`config.mk`:
```
export PLATFORM = sky130hd
export DESIGN_NAME = if_fetch_unit
export DESIGN_NICKNAME = d
export VERILOG_FILES = /design/src/rtl/if_fetch_unit_pkg.sv /design/src/rtl/if_fetch_unit_skid_buf.sv /design/src/rtl/if_fetch_unit.sv
export SDC_FILE = /design/constraint.sdc
export NUM_CORES = 1
export LEC_CHECK = 0
export CORE_MARGIN = 2
export CORE_UTILIZATION = 53
export CTS_CLUSTER_DIAMETER = 80
export CTS_CLUSTER_SIZE = 14
export DETAILED_ROUTE_END_ITERATION = 10
export GPL_TIMING_DRIVEN = 0
export PLACE_DENSITY_LB_ADDON = 0.15
export SYNTH_ARGS = -nofsm -noshare
export SYNTH_HDL_FRONTEND = slang
export SYNTH_HIERARCHICAL = 1
export SYNTH_SLANG_ARGS = --single-unit
```
`constraint.sdc`:
```
create_clock -name clk -period 2.4 [get_ports clk]
set_input_delay 0.48 -clock clk [delete_from_list [all_inputs] [get_ports clk]]
set_output_delay 0.48 -clock clk [all_outputs]
set_load 0.005 [all_outputs]
```
`src/rtl/if_fetch_unit_pkg.sv`:
```
// Shared constants and types for the instruction fetch stage.
// Bus widths, the NOP encoding and the fetch FSM state type.
package if_fetch_unit_pkg;

    localparam int INS_ADDR_W   = 32;
    localparam int DATA_W       = 32;
    localparam int STALL_BUS_W  = 6;
    localparam int IF_STALL_BIT = 0;

    localparam logic [DATA_W-1:0] NOP = 32'h0000_0013;

    typedef enum logic {
        FETCH   = 1'b0,
        DISCARD = 1'b1
    } fetch_state_e;

endpackage

```
`src/rtl/if_fetch_unit_skid_buf.sv`:
```
// Output register plus a single skid entry for the fetch stage.
// Holds the presented instruction under stall and catches one extra fetch.
module if_skid_buf
    import if_fetch_unit_pkg::*;
(
    input  logic                  clk,
    input  logic                  rst,
    input  logic                  load_i,
    input  logic [INS_ADDR_W-1:0] pc_i,
    input  logic [DATA_W-1:0]     ins_i,
    input  logic                  consume_i,
    input  logic                  clear_i,
    output logic [INS_ADDR_W-1:0] pc_o,
    output logic [DATA_W-1:0]     ins_o,
    output logic                  valid_o,
    output logic                  full_o
);

    logic [INS_ADDR_W-1:0] out_pc_q, out_pc_d;
    logic [DATA_W-1:0]     out_ins_q, out_ins_d;
    logic                  out_vld_q, out_vld_d;
    logic [INS_ADDR_W-1:0] skid_pc_q, skid_pc_d;
    logic [DATA_W-1:0]     skid_ins_q, skid_ins_d;
    logic                  skid_full_q, skid_full_d;

    // Next-state: clear wins, then refill a free output slot, else park in skid.
    always_comb begin
        out_pc_d    = out_pc_q;
        out_ins_d   = out_ins_q;
        out_vld_d   = out_vld_q;
        skid_pc_d   = skid_pc_q;
        skid_ins_d  = skid_ins_q;
        skid_full_d = skid_full_q;
        if (clear_i) begin
            out_vld_d   = 1'b0;
            out_ins_d   = NOP;
            skid_full_d = 1'b0;
        end else if (consume_i || !out_vld_q) begin
            if (skid_full_q) begin
                out_pc_d    = skid_pc_q;
                out_ins_d   = skid_ins_q;
                out_vld_d   = 1'b1;
                skid_full_d = load_i;
                if (load_i) begin
                    skid_pc_d  = pc_i;
                    skid_ins_d = ins_i;
                end
            end else if (load_i) begin
                out_pc_d  = pc_i;
                out_ins_d = ins_i;
                out_vld_d = 1'b1;
            end else begin
                out_vld_d = 1'b0;
            end
        end else if (load_i) begin
            skid_pc_d   = pc_i;
            skid_ins_d  = ins_i;
            skid_full_d = 1'b1;
        end
    end

    // State registers with synchronous reset.
    always_ff @(posedge clk) begin
        if (rst) begin
            out_pc_q    <= '0;
            out_ins_q   <= NOP;
            out_vld_q   <= 1'b0;
            skid_pc_q   <= '0;
            skid_ins_q  <= NOP;
            skid_full_q <= 1'b0;
        end else begin
            out_pc_q    <= out_pc_d;
            out_ins_q   <= out_ins_d;
            out_vld_q   <= out_vld_d;
            skid_pc_q   <= skid_pc_d;
            skid_ins_q  <= skid_ins_d;
            skid_full_q <= skid_full_d;
        end
    end

    assign pc_o    = out_pc_q;
    assign ins_o   = out_ins_q;
    assign valid_o = out_vld_q;
    assign full_o  = skid_full_q;

endmodule

```
`src/rtl/if_fetch_unit.sv`:
```
// Instruction fetch stage: PC generation, imem handshake and redirect.
// A redirect during an outstanding request waits out the ack in DISCARD.
module if_fetch_unit
    import if_fetch_unit_pkg::*;
#(
    parameter logic [31:0] RESET_PC = 32'h0000_0000,
    parameter int          STALL_W  = 6
) (
    input  logic                  clk,
    input  logic                  rst,
    input  logic [STALL_W-1:0]    stall_i,
    input  logic                  redirect_i,
    input  logic [INS_ADDR_W-1:0] redirect_pc_i,
    output logic                  imem_req_o,
    output logic [INS_ADDR_W-1:0] imem_addr_o,
    input  logic                  imem_ack_i,
    input  logic [DATA_W-1:0]     imem_rdata_i,
    output logic [INS_ADDR_W-1:0] pc_o,
    output logic [DATA_W-1:0]     ins_o,
    output logic                  ins_valid_o
);

    localparam logic [INS_ADDR_W-1:0] RESET_PC_AL = {RESET_PC[31:2], 2'b00};

    fetch_state_e          state_q;
    logic [INS_ADDR_W-1:0] fetch_pc_q;
    logic [INS_ADDR_W-1:0] target_q;
    logic [INS_ADDR_W-1:0] redir_pc;
    logic                  skid_full;
    logic                  req;
    logic                  ack_ok;
    logic                  consume;
    logic                  load;
    logic                  unused_bits;

    assign redir_pc    = {redirect_pc_i[31:2], 2'b00};
    assign req         = !rst && ((state_q == DISCARD) || !skid_full);
    assign ack_ok      = req && imem_ack_i;
    assign consume     = ins_valid_o && !stall_i[IF_STALL_BIT];
    assign load        = ack_ok && (state_q == FETCH) && !redirect_i;
    assign imem_req_o  = req;
    assign imem_addr_o = fetch_pc_q;
    assign unused_bits = ^{stall_i[STALL_W-1:1], redirect_pc_i[1:0]};

    // Fetch FSM: PC advance on ack, redirect handling and discard of stale data.
    always_ff @(posedge clk) begin
        if (rst) begin
            state_q    <= FETCH;
            fetch_pc_q <= RESET_PC_AL;
            target_q   <= RESET_PC_AL;
        end else if (redirect_i) begin
            if (req && !imem_ack_i) begin
                state_q  <= DISCARD;
                target_q <= redir_pc;
            end else begin
                state_q    <= FETCH;
                fetch_pc_q <= redir_pc;
            end
        end else if (ack_ok) begin
            if (state_q == DISCARD) begin
                state_q    <= FETCH;
                fetch_pc_q <= target_q;
            end else begin
                fetch_pc_q <= fetch_pc_q + 32'd4;
            end
        end
    end

    if_skid_buf u_skid (
        .clk       (clk),
        .rst       (rst),
        .load_i    (load),
        .pc_i      (fetch_pc_q),
        .ins_i     (imem_rdata_i),
        .consume_i (consume),
        .clear_i   (redirect_i),
        .pc_o      (pc_o),
        .ins_o     (ins_o),
        .valid_o   (ins_valid_o),
        .full_o    (skid_full)
    );

endmodule

```
# Yosys cells after proc, flatten, opt, wreduce, memory -nomap -nowiden
# Cells that the tools add are included.
[word_totals] n_memories=0 ff_bits=193 mem_bits_rw=0 elab_cells=59 romBits=0 latchBits=0
[classes] n_mul=0 eq_ne=2 n_bitwise=2 div=0 n_shift=0 addsub=1 n_reduce_logical=23 mux=22 n_lt_le_gt_ge=0
[op_table] cell="32-bit 2-to-1 mux" n=14
[op_table] cell="32-bit by 3-bit adder with 32-bit output (second input constant)" n=1
[op_table] cell="1-bit 2-to-1 mux" n=8
[op_table] cell="2-bit AND reduction" n=4
[op_table] cell="1-bit logical AND" n=6
[op_table] cell="1-bit logical NOT" n=6
[op_table] cell="2-bit nonzero test" n=3
[op_table] cell="3-bit AND reduction" n=1
[op_table] cell="1-bit logical OR" n=2
[op_table] cell="2-bit by 1-bit inequality test with 1-bit output (second input constant)" n=1
[op_table] cell="2-bit inequality test (second input constant)" n=1
[op_table] cell="1-bit NOT" n=2
[op_table] cell="2-bit OR reduction" n=1

# Logic depth before layout (Yosys ltp)
# Gate-level depths: netlist of run 1.
[depth] ltp_word=9 depth_mapped=9

# Cells and area by module
# Netlist of run 1, hierarchy kept.
[modules_own_cells] mod="if_skid_buf" instances=1 area_per_inst_um2=5964.5 cells_per_inst=590 seq_area_each_um2=2602.5
[modules_own_cells] mod="if_fetch_unit" instances=1 area_per_inst_um2=3407.0 cells_per_inst=467 seq_area_each_um2=1221.2

# Worst setup path before layout of run 1
# No wires, ideal clock.
[synth_path] path_type="flip-flop to flip-flop" startpoint="register fetch_pc_q[3] (netlist: imem_addr_o[3])" endpoint="register fetch_pc_q[30] (netlist: imem_addr_o[30])" path_buffers=1 path_stages_with_launch=8 setup_ps=75 synth_period_minus_slack_ps=2092 t_arrival_ps=2017 setup_slack_ps=308 cell_sequence="dfxtp_1 > ha_1 > nand3_2 > or3_1 > buf_2 > or4_4 > xor2_1 > o22ai_1"
[synth_via] elab_chain_cells=4
[synth_lines] element="start, declared" line_no="if_fetch_unit.sv:26" text="logic [INS_ADDR_W-1:0] fetch_pc_q;"
[synth_lines] element="start signal, assigned" line_no="if_fetch_unit.sv:57" text="fetch_pc_q <= redir_pc;"
[synth_lines] element="start signal, assigned" line_no="if_fetch_unit.sv:62" text="fetch_pc_q <= target_q;"
[synth_lines] element="start signal, assigned" line_no="if_fetch_unit.sv:64" text="fetch_pc_q <= fetch_pc_q + 32'd4;"
[synth_lines] element="32-bit by 3-bit adder with 32-bit output" line_no="if_fetch_unit.sv:64"
[synth_lines] element="32-bit 2-to-1 mux" line_no="if_fetch_unit.sv:60" text="if (state_q == DISCARD) begin"
[synth_lines] element="32-bit 2-to-1 mux" line_no="if_fetch_unit.sv:59" text="end else if (ack_ok) begin"
[synth_lines] element="32-bit 2-to-1 mux" line_no="if_fetch_unit.sv:51" text="end else if (redirect_i) begin"
# No other way between the ends. The select of a mux whose other input is x is not followed.
# A chain may end at the register's enable or synchronous reset.

# Worst setup path after layout of run 1
[layout_path] startpoint="register fetch_pc_q[4] (netlist: imem_addr_o[4])" endpoint="register fetch_pc_q[19] (netlist: imem_addr_o[19])"
# Same word-level chain as after synthesis.

==> results.txt, run 1 <==
Status: completed
Clk_lat worst skew: 430 ps
Filler Cell Count: 1488
Core ar.: 17300 um2
Least-Margin Pin Slew: 685 ps
Area of the multi-input gates: 5020 um2
DR vias/cell: 5.72
Fraction of final layout cells sized beyond drive strength 1: 0.0772
Delay-heaviest family, CP: simple AND/OR/NAND/NOR gates
CTS tree: built
H-tree depth: 4
Largest net degree at the start of global routing: 19
DRT Wirelength: 26100 um
Initial DRC count: 715
Clock Pin Slew Worst Setup and Hold Paths: 70 ps
Commonest non-fill, non-tap cell in the layout: dfxtp_1
Crit-path max cell delay: 530 ps
Hold slack: 456 ps
Leftover overflow at the end of global routing: 0
Final #Nets: 1319
Pwr/cell area: 599 nW/um2
FF+latch count, synth: 191
Final HPWL DP: 19100 um
Crit path DAT: 2600 ps
Sink Count: 191
Leakage: 3.87 nW
Startpoint Class: register
Fin crit period: 2320 ps
Unique cell type count in the Yosys netlist: 58
First-pass GRT wire length: 41100 um
Worst EP required: 2680 ps
Place WS: -1040 ps
Critical-path top delay cell: dfxtp_1
Asr flop ratio synth: 0
Max VDD drop: 0.515 mV
# rows: 48
Antenna cells: 0
Max cap viols: 0
Crit-path cells: nand4_1 -> or3_1 -> clkbuf_1 -> o311a_1 -> a211oi_1 -> o32ai_1
Synth-to-Final Area Change: 27.2%
Post-synth EDFFs: 0
Pre-antenna DRT Iters: 5
Crit path capture type: register
Slew headroom: 0.543
Commonest cells after routing, fill and taps aside: dfxtp_1, clkdlybuf4s50_1, mux2i_1
Skew final: 10.1 ps
Clock buffer depth: 2
Slew Viols, Final: 0
Initial Util: 0.542
Final WS setup: 82.9 ps
Setup TNS: 0 ps
# DRC: 0
Number of antenna violations at the first check in global routing: 0
Horiz. Die Dim: 137 um
Final-report setup violation count: 0
Seq/Total Area, Yosys: 0.408
Worst min-delay path class: reg -> reg
Clock Tree Root: clkbuf_16
Synthesized area per cell: 8.87 um2
WS Path Type: reg -> reg
Final Hold Fails: 0
Number of CTS-inserted buffers: 17
Die height: 137 um
Post-DRT Antenna Nets: 0
Syn. warnings: 6
Register Area: 3830 um2
Syn Std Cell Area: 9370 um2
Fmax: 0.432 GHz
Primary FF master, synth: dfxtp_1
# hold bufs at CTS: 0
Drt wl/cell: 17.6 um
IO Port Bufs: 161
Crit path buf inv count: 1
Final period util: 0.965
Boundary Pins: 172
Worst-path maximum fanout: 8
Total GRT Usage: 0.277
Die footprint: 18800 um2
DR vias: 8478
Syn Inst Count: 1057
Vias in the first global route: 7844
GPL Wtd Cong: 0.911
==> sequential cells by signal, indices dropped and copies added, names as in the netlist <==
register,flops
imem_addr_o,30
state_q,1
target_q,30
u_skid/full_o,1
u_skid/ins_o,32
u_skid/pc_o,32
u_skid/skid_ins_q,32
u_skid/skid_pc_q,32
u_skid/valid_o,1
==> cell usage after synthesis (all sizes together), types with 4 or more instances <==
cell type    n  area (um2)
and4         4        35.0
xor2         7        61.3
nand3       11        60.1
nor4b        4        35.0
nor4         6        37.5
nor2        37         141
a211oi      71         538
and2         5        31.3
inv          8        30.0
o21ai       36         180
nand4        5        31.3
buf         43         319
nand2      102         383
o211ai      10        75.1
a21oi       83         415
and3        10        62.6
nand2b     126         788
xnor2        5        43.8
a31oi       44         275
clkbuf      56         210
dfxtp      191        3820
nor3         9        50.1
or2          4        25.0
or4          4        35.0
mux2i      136        1360
==> final timing paths <==
path / start / end / depth (start not counted) / slack, ps
hold reg to reg: target_q[8]$_SDFFE_PP0P_ / target_q[8]$_SDFFE_PP0P_ / 2 / 460
hold / removal: target_q[8]$_SDFFE_PP0P_ / target_q[8]$_SDFFE_PP0P_ / 2 / 460
setup / recovery: imem_addr_o[4]$_SDFFE_PP0P_ / imem_addr_o[19]$_SDFFE_PP0P_ / 6 / 80
setup reg to reg: imem_addr_o[4]$_SDFFE_PP0P_ / imem_addr_o[19]$_SDFFE_PP0P_ / 6 / 80
==> cell type report <==
class                      count  share of cell area
multi-input combinational    762               0.421
sequential                   191               0.321
timing repair buffer         163               0.136
buffer                        99              0.0446
clock buffer                  17              0.0357
tap                          225              0.0236
clock inverter                15              0.0144
inverter                      10             0.00346
==> logic make-up (layout without fill, tap and decap cells) <==
kind of cell | after synthesis | in the layout | synth area share
xor gates and xnor gates | 12 | 12 | 0.0112
adders and majority gates | 1 | 1 | 0.00133
AOI/OAI and AO/OA | 274 | 274 | 0.186
muxes | 137 | 137 | 0.146
buffers and inverters | 109 | 304 | 0.0605
and+or+nand+nor | 332 | 332 | 0.186
other | 1 | 6 | 0.000400
DFF | 191 | 191 | 0.408
==> report_power, final <==
| group | switching [mW] | total, mW | leakage [nW] | internal, mW |
|---|---|---|---|---|
| registers | 0.115 | 3.37 | 1.55 | 3.25 |
| clock network | 1.33 | 2.90 | 0.286 | 1.57 |
| logic | 0.442 | 0.878 | 2.04 | 0.436 |
| total | 1.88 | 7.14 | 3.87 | 5.26 |
==> metrics by stage <==
step	util	cells	area, um2	total power [mW]
after global routing	0.689	1482	11900	7.37
after global placement	0.652	1448	11300	4.28
after floorplan	-	1062	9390	3.86
after CTS	0.688	1480	11900	7.16
final	0.689	1482	11900	7.14
after detailed placement	0.652	1448	11300	4.29
==> worst min-delay path, cell delays in order, from the launching register on <==
cell and delay, ps:
dfxtp_1 310, nand2_1 50, a21oi_1 50
==> routing by layer <==
layer,routed length (um),global-route usage
met5,0,0
met2,12400,0.463
met4,429,0.0813
met3,1630,0.0419
met1,11600,0.371
==> timing repair <==
item	4_1_cts	5_1_grt
gates resized for setup	8	5
pin swaps	0	1
gates cloned	0	0
setup endpoints to repair	127	39
setup buffers	0	2
Note: power is estimated with default switching activity, not from simulation.
==> run 2, diff against run 1 <==
CORE_UTILIZATION = 52   (was 53)
RECOVER_POWER = 25   (was unset)
SKIP_LAST_GASP = 1   (was unset)
SYNTH_HIERARCHICAL = unset   (was 1)
==> results.txt, run 2 <==
Status: completed
Startpoint Class: input pin
H-tree depth: 4 (unchanged)
Antenna cells: 0 (unchanged)
Final HPWL DP: 17700 um (-7.0%)
# DRC: 0 (unchanged)
Initial Util: 0.532 (-0.00944)
# rows: 46 (-4.2%)
Crit path from: rst
Horiz. Die Dim: 132 um (-4.0%)
Clk_lat worst skew: 450 ps (+20 ps)
# hold bufs at CTS: 0 (unchanged)
IO Port Bufs: 158 (-1.9%)
Fraction of final layout cells sized beyond drive strength 1: 0.0728 (-0.00436)
Final #Nets: 1257 (-4.7%)
WS Path Type: in -> out
Hold wc startpoint: u_skid.skid_pc_q[6]$_SDFFE_PP0P_
Commonest cells after routing, fill and taps aside: dfxtp_1, nand2_1, nor2_1
CTS tree: built
Filler Cell Count: 1381 (-7.2%)
Fmax: 0.436 GHz (+1.1%)
Pwr/cell area: 632 nW/um2 (+5.5%)
Unique cell type count in the Yosys netlist: 60 (+3.4%)
Worst EP required: 1920 ps (-760 ps)
Skew final: 11.3 ps (+1.17 ps)
Die footprint: 17300 um2 (-7.8%)
Hold path depth: 2 (unchanged)
Flop2flop setup slack: 120 ps (+40 ps)
Reg2Reg Capture Point: imem_addr_o[29]$_SDFFE_PP0P_
Leading area contributor after synthesis: dfxtp_1
Post-synth EDFFs: 0 (unchanged)
DR vias/cell: 5.79 (+1.1%)
Sink Count: 187 (-2.1%)
GPL Wtd Cong: 0.956 (+5.0%)
Clock Tree Root: clkbuf_16
Syn. warnings: 0 (-6)
Max cap viols: 0 (unchanged)
Reg2Reg Depth: 6 (unchanged)
Asr flop ratio synth: 0 (unchanged)
Synth-to-Final Area Change: 28.9%
Hold Path End: u_skid.skid_pc_q[6]$_SDFFE_PP0P_
Clock buffer depth: 2 (unchanged)
Primary FF master, synth: dfxtp_1
Least-Margin Pin Slew: 809 ps (+123 ps)
Clock Pin Slew Worst Setup and Hold Paths: 70 ps (about the same)
Area share of the largest cell type after synthesis: 0.443 (+0.0347)
Boundary Pins: 172 (unchanged)
Commonest non-fill, non-tap cell in the layout: dfxtp_1
Slew Viols, Final: 0 (unchanged)
Crit Reg-Reg Startpoint: imem_addr_o[2]$_SDFFE_PP0P_
Syn Inst Count: 1004 (-5.0%)
Post-DRT Antenna Nets: 0 (unchanged)
Post-route cell area: 10900 um2 (-8.5%)
DR vias: 8164 (-3.7%)
Die height: 132 um (-4.0%)
Crit path DAT: 1810 ps (-790 ps)
Number of antenna violations at the first check in global routing: 0 (unchanged)
Final period util: 0.955 (-0.0108)
RSZ-0062 raised after global routing: false
Largest net degree at the start of global routing: 20 (+1)
Slew headroom: 0.461 (-0.0823)
Number of CTS-inserted buffers: 17 (unchanged)
Vias in the first global route: 7575 (-3.4%)
Area after DPL: 10300 um2 (-8.5%)
Worst-path maximum fanout: 16 (+8)
Seq/Total Area, Yosys: 0.443 (+0.0347)
Most numerous cell in the Yosys netlist: dfxtp_1
Drt wl/cell: 17.8 um (+1.1%)
Hold slack: 454 ps (-1.28 ps)
Total GRT Usage: 0.285 (+0.00827)
Fin crit period: 2290 ps (-26.0 ps)
Crit path capture type: primary output
Syn Std Cell Area: 8460 um2 (-9.8%)
Final Hold Fails: 0 (unchanged)
Post-synth top cells: dfxtp_1, nand2_1, nor2_1
DRT Wirelength: 25100 um (-3.7%)
Pre-antenna DRT Iters: 7 (+2)
Final-report setup violation count: 0 (unchanged)
Synthesized area per cell: 8.42 um2 (-5.0%)
Leakage: 3.85 nW (-0.61%)
Setup Fix Bufs, Post-CTS: 0 (unchanged)
Initial DRC count: 677 (-5.3%)
First-pass GRT wire length: 39500 um (-4.0%)
Gates resized, CTS repair: 4 (-4)
Leftover overflow at the end of global routing: 0 (unchanged)
Synth top area cells: dfxtp_1, mux2i_1, nand2_1
Worst min-delay path class: reg -> reg
Core ar.: 15900 um2 (-8.2%)
FF+latch count, synth: 187 (-2.1%)
Max VDD drop: 0.518 mV (+0.62%)
## run 2: cell type report
cell class / instances / area [um2] / area share
Tap cell: 216 / 270 / 0.0248
Timing Repair Buffer: 158 / 1580 / 0.145
Sequential cell: 187 / 3740 / 0.343
Clock buffer: 17 / 425 / 0.0390
Clock inverter: 15 / 153 / 0.0140
Buffer: 93 / 430 / 0.0395
Multi-Input combinational cell: 717 / 4270 / 0.392
Inverter: 8 / 30.0 / 0.00275
## run 2: per-stage QoR
step	util	power (mW)	std cells	worst slack, ps	TNS, ps
floorplan	-	3.75	1007	330	0
global placement	0.650	4.17	1381	-759	-11790
detailed placement	0.650	4.18	1381	-764	-17180
CTS	0.687	6.89	1412	11.8	0
global route	0.686	7.11	1411	17.8	0
finish	0.686	6.89	1411	109	0
## run 2: kinds of logic (layout without fill, tap and decap cells)
family | after synthesis | after routing | share of synthesized area
adders and majority gates | 1 | 1 | 0.00148
and+or+nand+nor | 364 | 364 | 0.197
DFF | 187 | 187 | 0.443
AOI/OAI and AO/OA | 240 | 240 | 0.179
other | 1 | 4 | 0.000443
xor gates and xnor gates | 9 | 9 | 0.00932
muxes | 99 | 99 | 0.117
buffers and inverters | 103 | 291 | 0.0537
## run 2: worst max-delay path, stage by stage
cell and delay [ps]:
clkbuf_4 230, clkbuf_8 240, buf_2 270, nor2_1 80
clkdlybuf4s50_1 500
## run 2: routing by layer
| layer | vias up | share of wire | track usage |
|---|---|---|---|
| met2 | 356 | 0.46 | 0.451 |
| met4 | 0 | 0.028 | 0.104 |
| met5 | - | 0 | 0 |
| met1 | 3870 | 0.43 | 0.385 |
| met3 | 60 | 0.079 | 0.0613 |
| li1 | 3878 | - | - |
## run 2: worst max-delay path by stage
stage                                              end  slack, ps
final                                       imem_req_o        110
after global routing      imem_addr_o[18]$_SDFFE_PP0P_         20
after CTS                 imem_addr_o[18]$_SDFFE_PP0P_         10
after detailed placement                    imem_req_o       -760
after global placement                      imem_req_o       -760
after floorplan                             imem_req_o        330
## run 2: power by group
part / internal [mW] / switching [mW] / total [mW]
Clock: 1.39 / 1.39 / 2.78
Combinational: 0.386 / 0.449 / 0.835
Sequential: 3.19 / 0.0888 / 3.28
